$ cat config.mk
export PLATFORM = sky130hd
export DESIGN_NAME = seq_stepper
export DESIGN_NICKNAME = d
export VERILOG_FILES = /design/src/rtl/seq_stepper_pkg.sv /design/src/rtl/seq_stepper_cfg.sv /design/src/rtl/seq_stepper.sv
export SDC_FILE = /design/constraint.sdc
export NUM_CORES = 1
export LEC_CHECK = 0
export CAP_MARGIN = 0
export CORE_ASPECT_RATIO = 0.8
export CORE_MARGIN = 8
export CORE_UTILIZATION = 35
export DETAILED_ROUTE_END_ITERATION = 7
export DONT_BUFFER_PORTS = 1
export PLACE_DENSITY = 0.48
export SETUP_SLACK_MARGIN = 0.4
export SYNTH_ARGS = -nofsm -noshare
export SYNTH_HDL_FRONTEND = slang
export SYNTH_SLANG_ARGS = --single-unit
export TNS_END_PERCENT = 20
$ cat constraint.sdc
create_clock -name clk -period 3.15 [get_ports clk]
set_clock_uncertainty 0.1 [all_clocks]
set_input_delay 0.315 -clock clk [delete_from_list [all_inputs] [get_ports clk]]
set_output_delay 0.315 -clock clk [all_outputs]
set_load 0.01 [all_outputs]
$ cat src/rtl/seq_stepper_pkg.sv
// Shared types and helpers for the multi-stage timed sequencer.
package seq_stepper_pkg;

  typedef enum logic {
    ST_IDLE = 1'b0,
    ST_RUN  = 1'b1
  } state_t;

  // Widest dwell counter the helper below handles.
  localparam int MAX_CNT_W = 16;

  // A programmed dwell of zero behaves as a one-cycle dwell.
  function automatic logic [MAX_CNT_W-1:0] eff_dwell(input logic [MAX_CNT_W-1:0] v);
    return (v == '0) ? MAX_CNT_W'(1) : v;
  endfunction

endpackage

$ cat src/rtl/seq_stepper_cfg.sv
// Configuration register file: per-stage dwell and output word, one write
// port, combinational read of the entry for the current stage.
module seq_stepper_cfg
  import seq_stepper_pkg::*;
#(
  parameter int N_STAGE = 5,
  parameter int CNT_W   = 4,
  parameter int DW      = 4,
  parameter int ST_W    = 3
) (
  input  logic             clk,
  input  logic             rst,
  input  logic             cfg_we,
  input  logic [ST_W-1:0]  cfg_addr,
  input  logic [CNT_W-1:0] cfg_dwell,
  input  logic [DW-1:0]    cfg_dout,
  input  logic [ST_W-1:0]  rd_stage,
  output logic [CNT_W-1:0] rd_dwell,
  output logic [DW-1:0]    rd_dout
);

  logic [CNT_W-1:0] dwell_q [N_STAGE];
  logic [DW-1:0]    dout_q  [N_STAGE];

  // Table storage; addresses beyond the last stage are silently dropped.
  always_ff @(posedge clk or posedge rst) begin
    if (rst) begin
      for (int i = 0; i < N_STAGE; i++) begin
        dwell_q[i] <= CNT_W'(1);
        dout_q[i]  <= '0;
      end
    end else if (cfg_we && (int'(cfg_addr) < N_STAGE)) begin
      dwell_q[cfg_addr] <= cfg_dwell;
      dout_q[cfg_addr]  <= cfg_dout;
    end
  end

  assign rd_dwell = dwell_q[rd_stage];
  assign rd_dout  = dout_q[rd_stage];

endmodule

$ cat src/rtl/seq_stepper.sv
// Multi-stage timed sequencer. Each stage holds for a programmable number of
// enabled cycles and drives a programmable output word. busy is the
// controller state (1 = RUN); dout trails stage/busy by one cycle.
module seq_stepper
  import seq_stepper_pkg::*;
#(
  parameter  int N_STAGE = 5,
  parameter  int CNT_W   = 4,
  parameter  int DOUT_W  = 2,
  parameter  int N_CH    = 2,
  localparam int ST_W    = $clog2(N_STAGE)
) (
  input  logic                   clk,
  input  logic                   rst,
  input  logic                   en,
  input  logic                   start,
  input  logic                   stop,
  input  logic                   mode_loop,
  input  logic                   cfg_we,
  input  logic [ST_W-1:0]        cfg_addr,
  input  logic [CNT_W-1:0]       cfg_dwell,
  input  logic [N_CH*DOUT_W-1:0] cfg_dout,
  output logic [N_CH*DOUT_W-1:0] dout,
  output logic [ST_W-1:0]        stage,
  output logic                   busy,
  output logic                   stage_adv,
  output logic                   done
);

  localparam int DW = N_CH * DOUT_W;

  state_t           state_q, state_d;
  logic [ST_W-1:0]  stage_q, stage_d;
  logic [CNT_W-1:0] cnt_q, cnt_d;
  logic             adv_q, adv_d;
  logic             done_q, done_d;
  logic [DW-1:0]    dout_q;

  logic [CNT_W-1:0] rd_dwell;
  logic [DW-1:0]    rd_dout;
  logic [CNT_W-1:0] dwell_eff;
  logic             end_cnt;

  seq_stepper_cfg #(
    .N_STAGE (N_STAGE),
    .CNT_W   (CNT_W),
    .DW      (DW),
    .ST_W    (ST_W)
  ) u_cfg (
    .clk       (clk),
    .rst       (rst),
    .cfg_we    (cfg_we),
    .cfg_addr  (cfg_addr),
    .cfg_dwell (cfg_dwell),
    .cfg_dout  (cfg_dout),
    .rd_stage  (stage_q),
    .rd_dwell  (rd_dwell),
    .rd_dout   (rd_dout)
  );

  // >= rather than == so a dwell rewritten below the running count still ends.
  assign dwell_eff = CNT_W'(eff_dwell(MAX_CNT_W'(rd_dwell)));
  assign end_cnt   = en && (state_q == ST_RUN) && (cnt_q >= dwell_eff - CNT_W'(1));

  // Controller, stage index and dwell counter registers.
  always_ff @(posedge clk or posedge rst) begin
    if (rst) begin
      state_q <= ST_IDLE;
      stage_q <= '0;
      cnt_q   <= '0;
      adv_q   <= 1'b0;
      done_q  <= 1'b0;
    end else begin
      state_q <= state_d;
      stage_q <= stage_d;
      cnt_q   <= cnt_d;
      adv_q   <= adv_d;
      done_q  <= done_d;
    end
  end

  // Next state: stop beats start, start beats end of dwell.
  always_comb begin
    state_d = state_q;
    stage_d = stage_q;
    cnt_d   = cnt_q;
    adv_d   = 1'b0;
    done_d  = 1'b0;
    if (stop) begin
      state_d = ST_IDLE;
      stage_d = '0;
      cnt_d   = '0;
    end else begin
      case (state_q)
        ST_IDLE: begin
          stage_d = '0;
          cnt_d   = '0;
          if (start) state_d = ST_RUN;
        end
        ST_RUN: begin
          if (start) begin
            stage_d = '0;
            cnt_d   = '0;
            adv_d   = (stage_q != '0);
          end else if (end_cnt) begin
            cnt_d = '0;
            if (int'(stage_q) < N_STAGE - 1) begin
              stage_d = stage_q + ST_W'(1);
              adv_d   = 1'b1;
            end else if (mode_loop) begin
              stage_d = '0;
              adv_d   = 1'b1;
            end else begin
              state_d = ST_IDLE;
              stage_d = '0;
              done_d  = 1'b1;
            end
          end else if (en) begin
            cnt_d = cnt_q + CNT_W'(1);
          end
        end
        default: begin
          state_d = ST_IDLE;
          stage_d = '0;
          cnt_d   = '0;
        end
      endcase
    end
  end

  // Output word registered from the current state and stage.
  always_ff @(posedge clk or posedge rst) begin
    if (rst) dout_q <= '0;
    else     dout_q <= (state_q == ST_RUN) ? rd_dout : '0;
  end

  assign dout      = dout_q;
  assign stage     = stage_q;
  assign busy      = (state_q == ST_RUN);
  assign stage_adv = adv_q;
  assign done      = done_q;

endmodule

==> results of run 1 <==
flip-flops by register name, summed over array words and instances, names as in the netlist:
name	count
busy	1
cnt_q	4
done	1
dout	4
stage	3
stage_adv	1
u_cfg.dout_q	20
u_cfg.dwell_q	20
critical path: cells and delay by family (launching register included):
kind	cells	cell delay [ps]
simple gates	2	650
compound gates	4	560
fa+ha+maj	2	490
buf+inv	1	150
xor+xnor	1	120
flops	1	490
mux	1	310
where the power goes:
group	internal [uW]	switching [uW]	total (uW)
logic	260	182	442
registers	823	64.8	887
clock network	178	225	403
total	1260	472	1730
Yosys cell counts, types with 3 or more instances:
cell type,n
dfrtp_1,49
mux2_2,41
nand2b_1,9
a21oi_1,8
ha_1,8
inv_1,7
nand2_1,7
mux2i_1,6
nand3_1,6
nor2b_1,6
dfstp_2,5
a21boi_0,4
mux4_1,4
nor3_1,4
o21ai_0,4
o31ai_1,4
buf_6,3
nand4_1,3
nor2_1,3
metrics by stage:
stage          setup WS [ps]  area (um^2)  total power [uW]  utilization  instances
6_report                 219         3280              1730        0.417        352
2_1_floorplan            182         2830              1180            -        218
4_1_cts                  210         3210              1730        0.408        349
5_1_grt                  121         3280              1840        0.417        352
3_5_place_dp           0.567         2970              1260        0.377        328
3_3_place_gp            40.0         2970              1250        0.377        328
metal layers:
layer / track usage / vias to the layer above / share of wire
met5: 0 / - / 0
met3: 0.0307 / 7 / 0.058
met2: 0.169 / 47 / 0.43
met1: 0.177 / 934 / 0.50
li1: - / 852 / -
met4: 0.0431 / 0 / 0.011
cells by family after synthesis:
family,Yosys count
AO/OA/AOI/OAI,33
XOR/XNOR,2
adder cells (fa/ha/maj),8
buffers and inverters,15
flip-flops,54
multiplexers,52
AND/OR/NAND/NOR,54
how the worst min path moves through the flow:
stage / cells past startpoint / slack (ps) / from / end
after floorplan: 1 / 280 / stop / busy
final: 1 / 40 / cfg_dout[3] / u_cfg.dout_q[7]
after detailed placement: 1 / 290 / stop / busy
after global placement: 1 / 290 / stop / busy
after global routing: 1 / 30 / cfg_dwell[2] / u_cfg.dwell_q[6]
after CTS: 1 / 40 / cfg_dout[3] / u_cfg.dout_q[7]
repair_timing:
item	4_1_cts	5_1_grt
hold buffers	3	0
endpoints found under the hold margin	37	0
pin swaps	9	10
endpoints found under the setup margin	10	10
gates resized for setup	13	13
setup buffers	10	3
layout make-up:
cell class	count	area, um^2	area share
tap	108	135	0.0412
multi-input combinational	149	1450	0.441
sequential	54	1360	0.415
timing repair buffer	26	221	0.0675
clock buffer	7	86.3	0.0263
inverter	7	26.3	0.00801
clock inverter	1	5.00	0.00153
==> results.md, run 1 <==
- Post-synthesis compound-gate area fraction: 0.0814
- Router iterations before antenna repair: 4
- Lkg Pwr: 0.00134 uW
- Antenna violation net count after detailed routing: 0
- Via-to-Cell Ratio: 5.23
- Via count: 1,840
- Setup tns final: 0 ps
- Synth Area in Adders: 0.0356
- Final GP Congestion: 0.731
- Crit path launch type: flip-flop
- Largest family of logic cells by synthesized area: multiplexers
- Initial DRC Count: 90
- Initial antenna violation count: 0
- Crit-path cells: buf_6 > mux2_4 > a211oi_4 > a31oi_2 > ha_2 > xnor2_1 > ha_1 > o21ai_2 > nor2b_4 > or4_4 > a21oi_2
- CP max stage delay: 510 ps
- Fmax: 0.341 GHz
- Std cell rows: 29
- CP Data Required Time: 3300 ps
- Clock Latency Late Sink: 310 ps
- GRT overflow: 0
- Share of synthesized area spent on multiplexers: 0.228
- Avg Inst Size Synth: 12.9 um^2
- RR Startpoint: stage[2]
- Share of post-route cells with drive strength above 1: 0.430
- Post-Synthesis Cells: 218
- Most frequent cells in the layout: dfrtp_1 (46), mux2_2 (40), buf_4 (18)
- Nets@finish: 269
- Clk root buf: clkbuf_8
- Unrepaired setup endpoints after global routing: true
- # H-tree levels: 2
- Post-Synth Simple-Gate Area: 0.132
- Syn_nets: 244
- Detailed Route WL: 6300 um
- Largest net degree at the start of global routing: 40
- CP arrival: 3080 ps
- Slowest-stage cell, CP: or4_4
- Die X-Extent: 116 um
- Clock Pin Slew Worst Setup and Hold Paths: 100 ps
- Yosys top cell by area: dfrtp_1
- PD cells: 528 nW/um^2
- Clock Path Buffers: 2
- FF-to-FF path depth: 11
- Core ar.: 7870 um^2
- First-pass GRT wire length: 10,200 um
- Vias in the first global route: 1,857
- Worst setup path class: reg2reg
- Cell area after synthesis: 2810 um^2
- Synth-to-Final Area Change: 16.7%
- Hold crit path type: in2reg
- Worst setup EP type: flip-flop
- Setup crit end: stage_adv
- Total CTS buffers: 5
- Total global-route track usage: 0.121
- Asr flop ratio synth: 1.00
- Final Cycle Share: 0.931
- Post-synthesis sequential area ratio: 0.483
- Port Buf Inserts: 0
- CP max FO: 6
- Register bit total from synthesis: 54
- Post-synth EDFFs: 0
- Max_cap viols: 0
- CTS tree: done
- Routed len/inst: 17.9 um
- Sink Count: 54
- Initial Util: 0.357
- Critical Path Source: stage[2]
- Post-DP HPWL: 4360 um
- Post-Synth XOR/XNOR Area: 0.00623
- Synth warn: 0
- Max_slew headroom: 0.461
- Register-to-Register Setup Slack: 220 ps
- Worst vdd ir: 244 uV
- Status: finished, final reports clean
- R2R Path End: stage_adv
- Ports: 28
- Hold_ws: 43.9 ps
- Worst slew pin tran: 808 ps
- Synth cell types: 49
- Most common cell after layout, fill and taps aside: dfrtp_1
- Max Transition Viols Final: 0
- DRC viols: 0
- Prevailing post-synth register cell: dfrtp_1
- Fillcell total: 763
- Top post-synthesis cells by area: dfrtp_1 (44%), mux2_2 (16%), dfstp_2 (4.7%)
- Die ar.: 11,200 um^2
- Final Hold Viols: 0
- Die H: 96.2 um
- Tmin final: 2930 ps
- Synth top area share: 0.436
- Diodes inserted: 0
- # setup viols final: 0
Power figures use the tool's default switching activity.
==> run 2, diff against run 1 <==
--- a/config.mk
+++ b/config.mk
@@ -5,7 +5,7 @@
 export SDC_FILE = /design/constraint.sdc
 export NUM_CORES = 1
 export LEC_CHECK = 0
-export CAP_MARGIN = 0
+export CAP_MARGIN = 20
 export CORE_ASPECT_RATIO = 0.8
 export CORE_MARGIN = 8
 export CORE_UTILIZATION = 35
==> results of run 2 <==
Final layout, timing and power as in run 1 (identical DEF).
==> run 3, diff against run 2 <==
--- a/config.mk
+++ b/config.mk
@@ -9,11 +9,13 @@
 export CORE_ASPECT_RATIO = 0.8
 export CORE_MARGIN = 8
 export CORE_UTILIZATION = 35
+export CTS_BUF_LIST = sky130_fd_sc_hd__clkbuf_8 sky130_fd_sc_hd__clkbuf_16
 export DETAILED_ROUTE_END_ITERATION = 7
 export DONT_BUFFER_PORTS = 1
 export PLACE_DENSITY = 0.48
 export SETUP_SLACK_MARGIN = 0.4
 export SYNTH_ARGS = -nofsm -noshare
 export SYNTH_HDL_FRONTEND = slang
+export SYNTH_HIERARCHICAL = 1
 export SYNTH_SLANG_ARGS = --single-unit
 export TNS_END_PERCENT = 20
==> run 3 against run 2 <==
Flip-flop and latch count is the same. Sequential power increased by 0.7%. Synthesized area fell by 4.5%. Die area fell by 3.8%. Power fell by 4.6%. Final cell count shrank 5.1%. Count of clock-buffer cells in the layout shrank 1. Design area down 4.3%. Critical path type unchanged. Critical endpoint is now cnt_q[3]. Largest cell class is now flip-flops and latches. Largest power group unchanged.
==> results.md, run 3 <==
- Biggest regs: u_cfg/dout_q (20), u_cfg/dwell_q (20)
- Std cell rows: 28 (-3.4%)
- Clk root buf: clkbuf_8
- Post-synth EDFFs: 0 (unchanged)
- GRT overflow: 0 (unchanged)
- Post-synthesis sequential area ratio: 0.506 (+0.0227)
- Yosys top cell by area: dfrtp_1
- Worst vdd ir: 229 uV (-6.0%)
- Asr flop ratio synth: 1.00 (unchanged)
- Syn_nets: 228 (-6.6%)
- Switching power: 436 uW (-7.6%)
- Hold crit path type: in2reg
- Top-count cell post-synth: dfrtp_1
- Worst slew pin tran: 580 ps (-228 ps)
- # setup viols final: 0 (unchanged)
- Synth cell count leaders: dfrtp_1 (49), mux2_2 (48), nor2_1 (15), mux2i_1 (10), a221o_1 (7)
- Port Buf Inserts: 0 (unchanged)
- FF-to-FF path depth: 11 (unchanged)
- Most common cell after layout, fill and taps aside: dfrtp_1
- Hold_ws: 55.6 ps (+11.7 ps)
- Die H: 94.3 um (-1.9%)
- Routed len/inst: 17.7 um (-1.2%)
- Detailed Route WL: 5910 um (-6.2%)
- Ports: 28 (unchanged)
- Nets@finish: 252 (-6.3%)
- Worst setup EP type: flip-flop
- Max_slew headroom: 0.613 (+0.153)
- Largest net degree at the start of global routing: 41 (+2.5%)
- Top post-synthesis cells by area: dfrtp_1 (46%), mux2_2 (20%), dfstp_2 (4.9%)
- Avg Inst Size Synth: 13.2 um^2 (+2.1%)
- Final Cycle Share: 0.947 (+0.0163)
- Prevailing post-synth register cell: dfrtp_1
- Synth top area share: 0.457 (+0.0205)
- CP Data Required Time: 3260 ps (-40 ps)
- Lkg Pwr: 0.00130 uW (-3.6%)
- Sink Count: 54 (unchanged)
- Unrepaired setup endpoints after global routing: true
- Tmin final: 2980 ps (+51.4 ps)
- Die X-Extent: 114 um (-2.0%)
- Final GP Congestion: 0.801 (+9.7%)
- Final Hold Viols: 0 (unchanged)
- Via count: 1,699 (-7.7%)
- Clock Path Buffers: 2 (unchanged)
- Die ar.: 10,700 um^2 (-3.8%)
- Register bit total from synthesis: 54 (unchanged)
- Router iterations before antenna repair: 4 (unchanged)
- Synth-to-Final Area Change: 16.9%
- Gate power share: 0.222 (-0.033)
- PD cells: 527 nW/um^2 (-0.26%)
- Min-Delay Path Depth: 1 (unchanged)
- Total global-route track usage: 0.117 (-0.00402)
- Crit path launch type: flip-flop
- Initial DRC Count: 68 (-24%)
- Synth cell types: 44 (-10%)
- Post-Synthesis Cells: 204 (-6.4%)
- # H-tree levels: 2 (unchanged)
- Antenna violation net count after detailed routing: 0 (unchanged)
- Fillcell total: 698 (-8.5%)
- Clock Pin Slew Worst Setup and Hold Paths: 100 ps (about the same)
- First-pass GRT wire length: 9890 um (-2.7%)
- Cell area after synthesis: 2690 um^2 (-4.5%)
- Core ar.: 7430 um^2 (-5.7%)
- Vias in the first global route: 1,881 (+1.3%)
- Internal power: 1220 uW (-3.5%)
- Synth warn: 6 (+6)
- Diodes inserted: 0 (unchanged)
- Post-DP HPWL: 4250 um (-2.5%)
- Clock Latency Late Sink: 300 ps (about the same)
- DRC viols: 0 (unchanged)
- Sequential share of power: 0.540 (+0.028)
- CP max FO: 6 (unchanged)
- Fmax: 0.335 GHz (-1.7%)
- Total CTS buffers: 5 (unchanged)
- Via-to-Cell Ratio: 5.09 (-2.7%)
- Share of post-route cells with drive strength above 1: 0.450 (+0.0195)
- Max_cap viols: 0 (unchanged)
- Setup tns final: 0 ps (unchanged)
- CTS tree: done
- Initial Util: 0.362 (+0.00446)
- Worst setup path class: reg2reg
- Sw Share: 0.264 (-0.00865)
- Max Transition Viols Final: 0 (unchanged)
- Status: finished, final reports clean
- Power share of the clock group: 0.237 (+0.004)
- CP arrival: 3100 ps (+20 ps)
- Most frequent cells in the layout: dfrtp_1 (47), mux2_2 (45), buf_4 (17)
- Initial antenna violation count: 0 (unchanged)
[run 3: changes by cell type in the layout (fill, tap and decap cells not counted), sizes merged, moves of 6 or more]
| cell | delta |
|---|---|
| mux2 | +6 |
| nand2b | -6 |
| nor2 | +12 |
| a221o | +7 |
| nor2b | -7 |
[run 3: worst paths after layout]
| check | start | endpoint | slack [ps] |
|---|---|---|---|
| min in group asynchronous | rst | stage_adv | 430 |
| max in group asynchronous | rst | u_cfg/dwell_q[0] | 2080 |
| min reg2reg | u_cfg/dout_q[4] | u_cfg/dout_q[4] | 410 |
| max | stage[2] | cnt_q[3] | 170 |
| max reg2reg | stage[2] | cnt_q[3] | 170 |
| min | cfg_dwell[2] | u_cfg/dwell_q[18] | 60 |
[run 3: power by group through the flow]
stage | Combinational, uW | Clock, uW | Sequential, uW
after floorplan | 252 | 0 | 880
after global placement | 281 | 0 | 902
after detailed placement | 294 | 0 | 907
after CTS | 335 | 413 | 893
after global routing | 403 | 443 | 911
final | 367 | 392 | 893
[run 3: layout make-up]
type                       instances  area (um^2)  share of cell area
sequential                        54         1360               0.433
multi-input combinational        140         1360               0.433
timing repair buffer              22          179              0.0570
tap                              105          131              0.0419
clock buffer                       6         82.6              0.0263
inverter                           5         18.8             0.00598
clock inverter                     2         8.76             0.00279
[run 3: kinds of logic (layout without fill, tap and decap cells)]
family | after synthesis | count (layout) | synth area share
DFF | 54 | 54 | 0.506
muxes | 58 | 58 | 0.239
and+or+nand+nor | 53 | 54 | 0.145
xor gates and xnor gates | 1 | 1 | 0.00326
AOI/OAI and AO/OA | 21 | 21 | 0.0582
adders and majority gates | 6 | 6 | 0.0280
buffers and inverters | 11 | 35 | 0.0210
[run 3: through the flow]
stage	cell area, um^2	util	setup slack, ps	power [uW]	instances
global route	3140	0.423	44.6	1760	334
finish	3140	0.423	167	1650	334
CTS	3060	0.412	206	1640	329
global placement	2840	0.382	144	1180	310
floorplan	2710	-	154	1130	204
detailed placement	2840	0.382	81.0	1200	310
[run 3: critical path, cell delays in order, from the launching register on]
cell and delay [ps]:
dfrtp_2 480, buf_6 150, mux2_4 290, a221o_1 420, buf_4 170, nor3b_2 150, a21oi_1 70, ha_2 230
a211oi_4 300, nand3_4 130, and2_4 200, nor4_2 200
[run 3: repair_timing]
item	in CTS	in global routing
endpoints found under the hold margin	52	1
gates cloned	1	0
resized for setup	9	10
setup buffers	7	4
hold buffers	3	1
endpoints found under the setup margin	10	10
pin swaps	7	3
[run 3: layer usage]
metal | track usage | share of wire | routed length, um | up-vias
met5 | 0 | 0 | 0 | -
met4 | 0.0387 | 0.012 | 73 | 0
met1 | 0.143 | 0.45 | 2650 | 868
met2 | 0.199 | 0.50 | 2930 | 25
met3 | 0.0306 | 0.043 | 254 | 10
li1 | - | - | - | 796
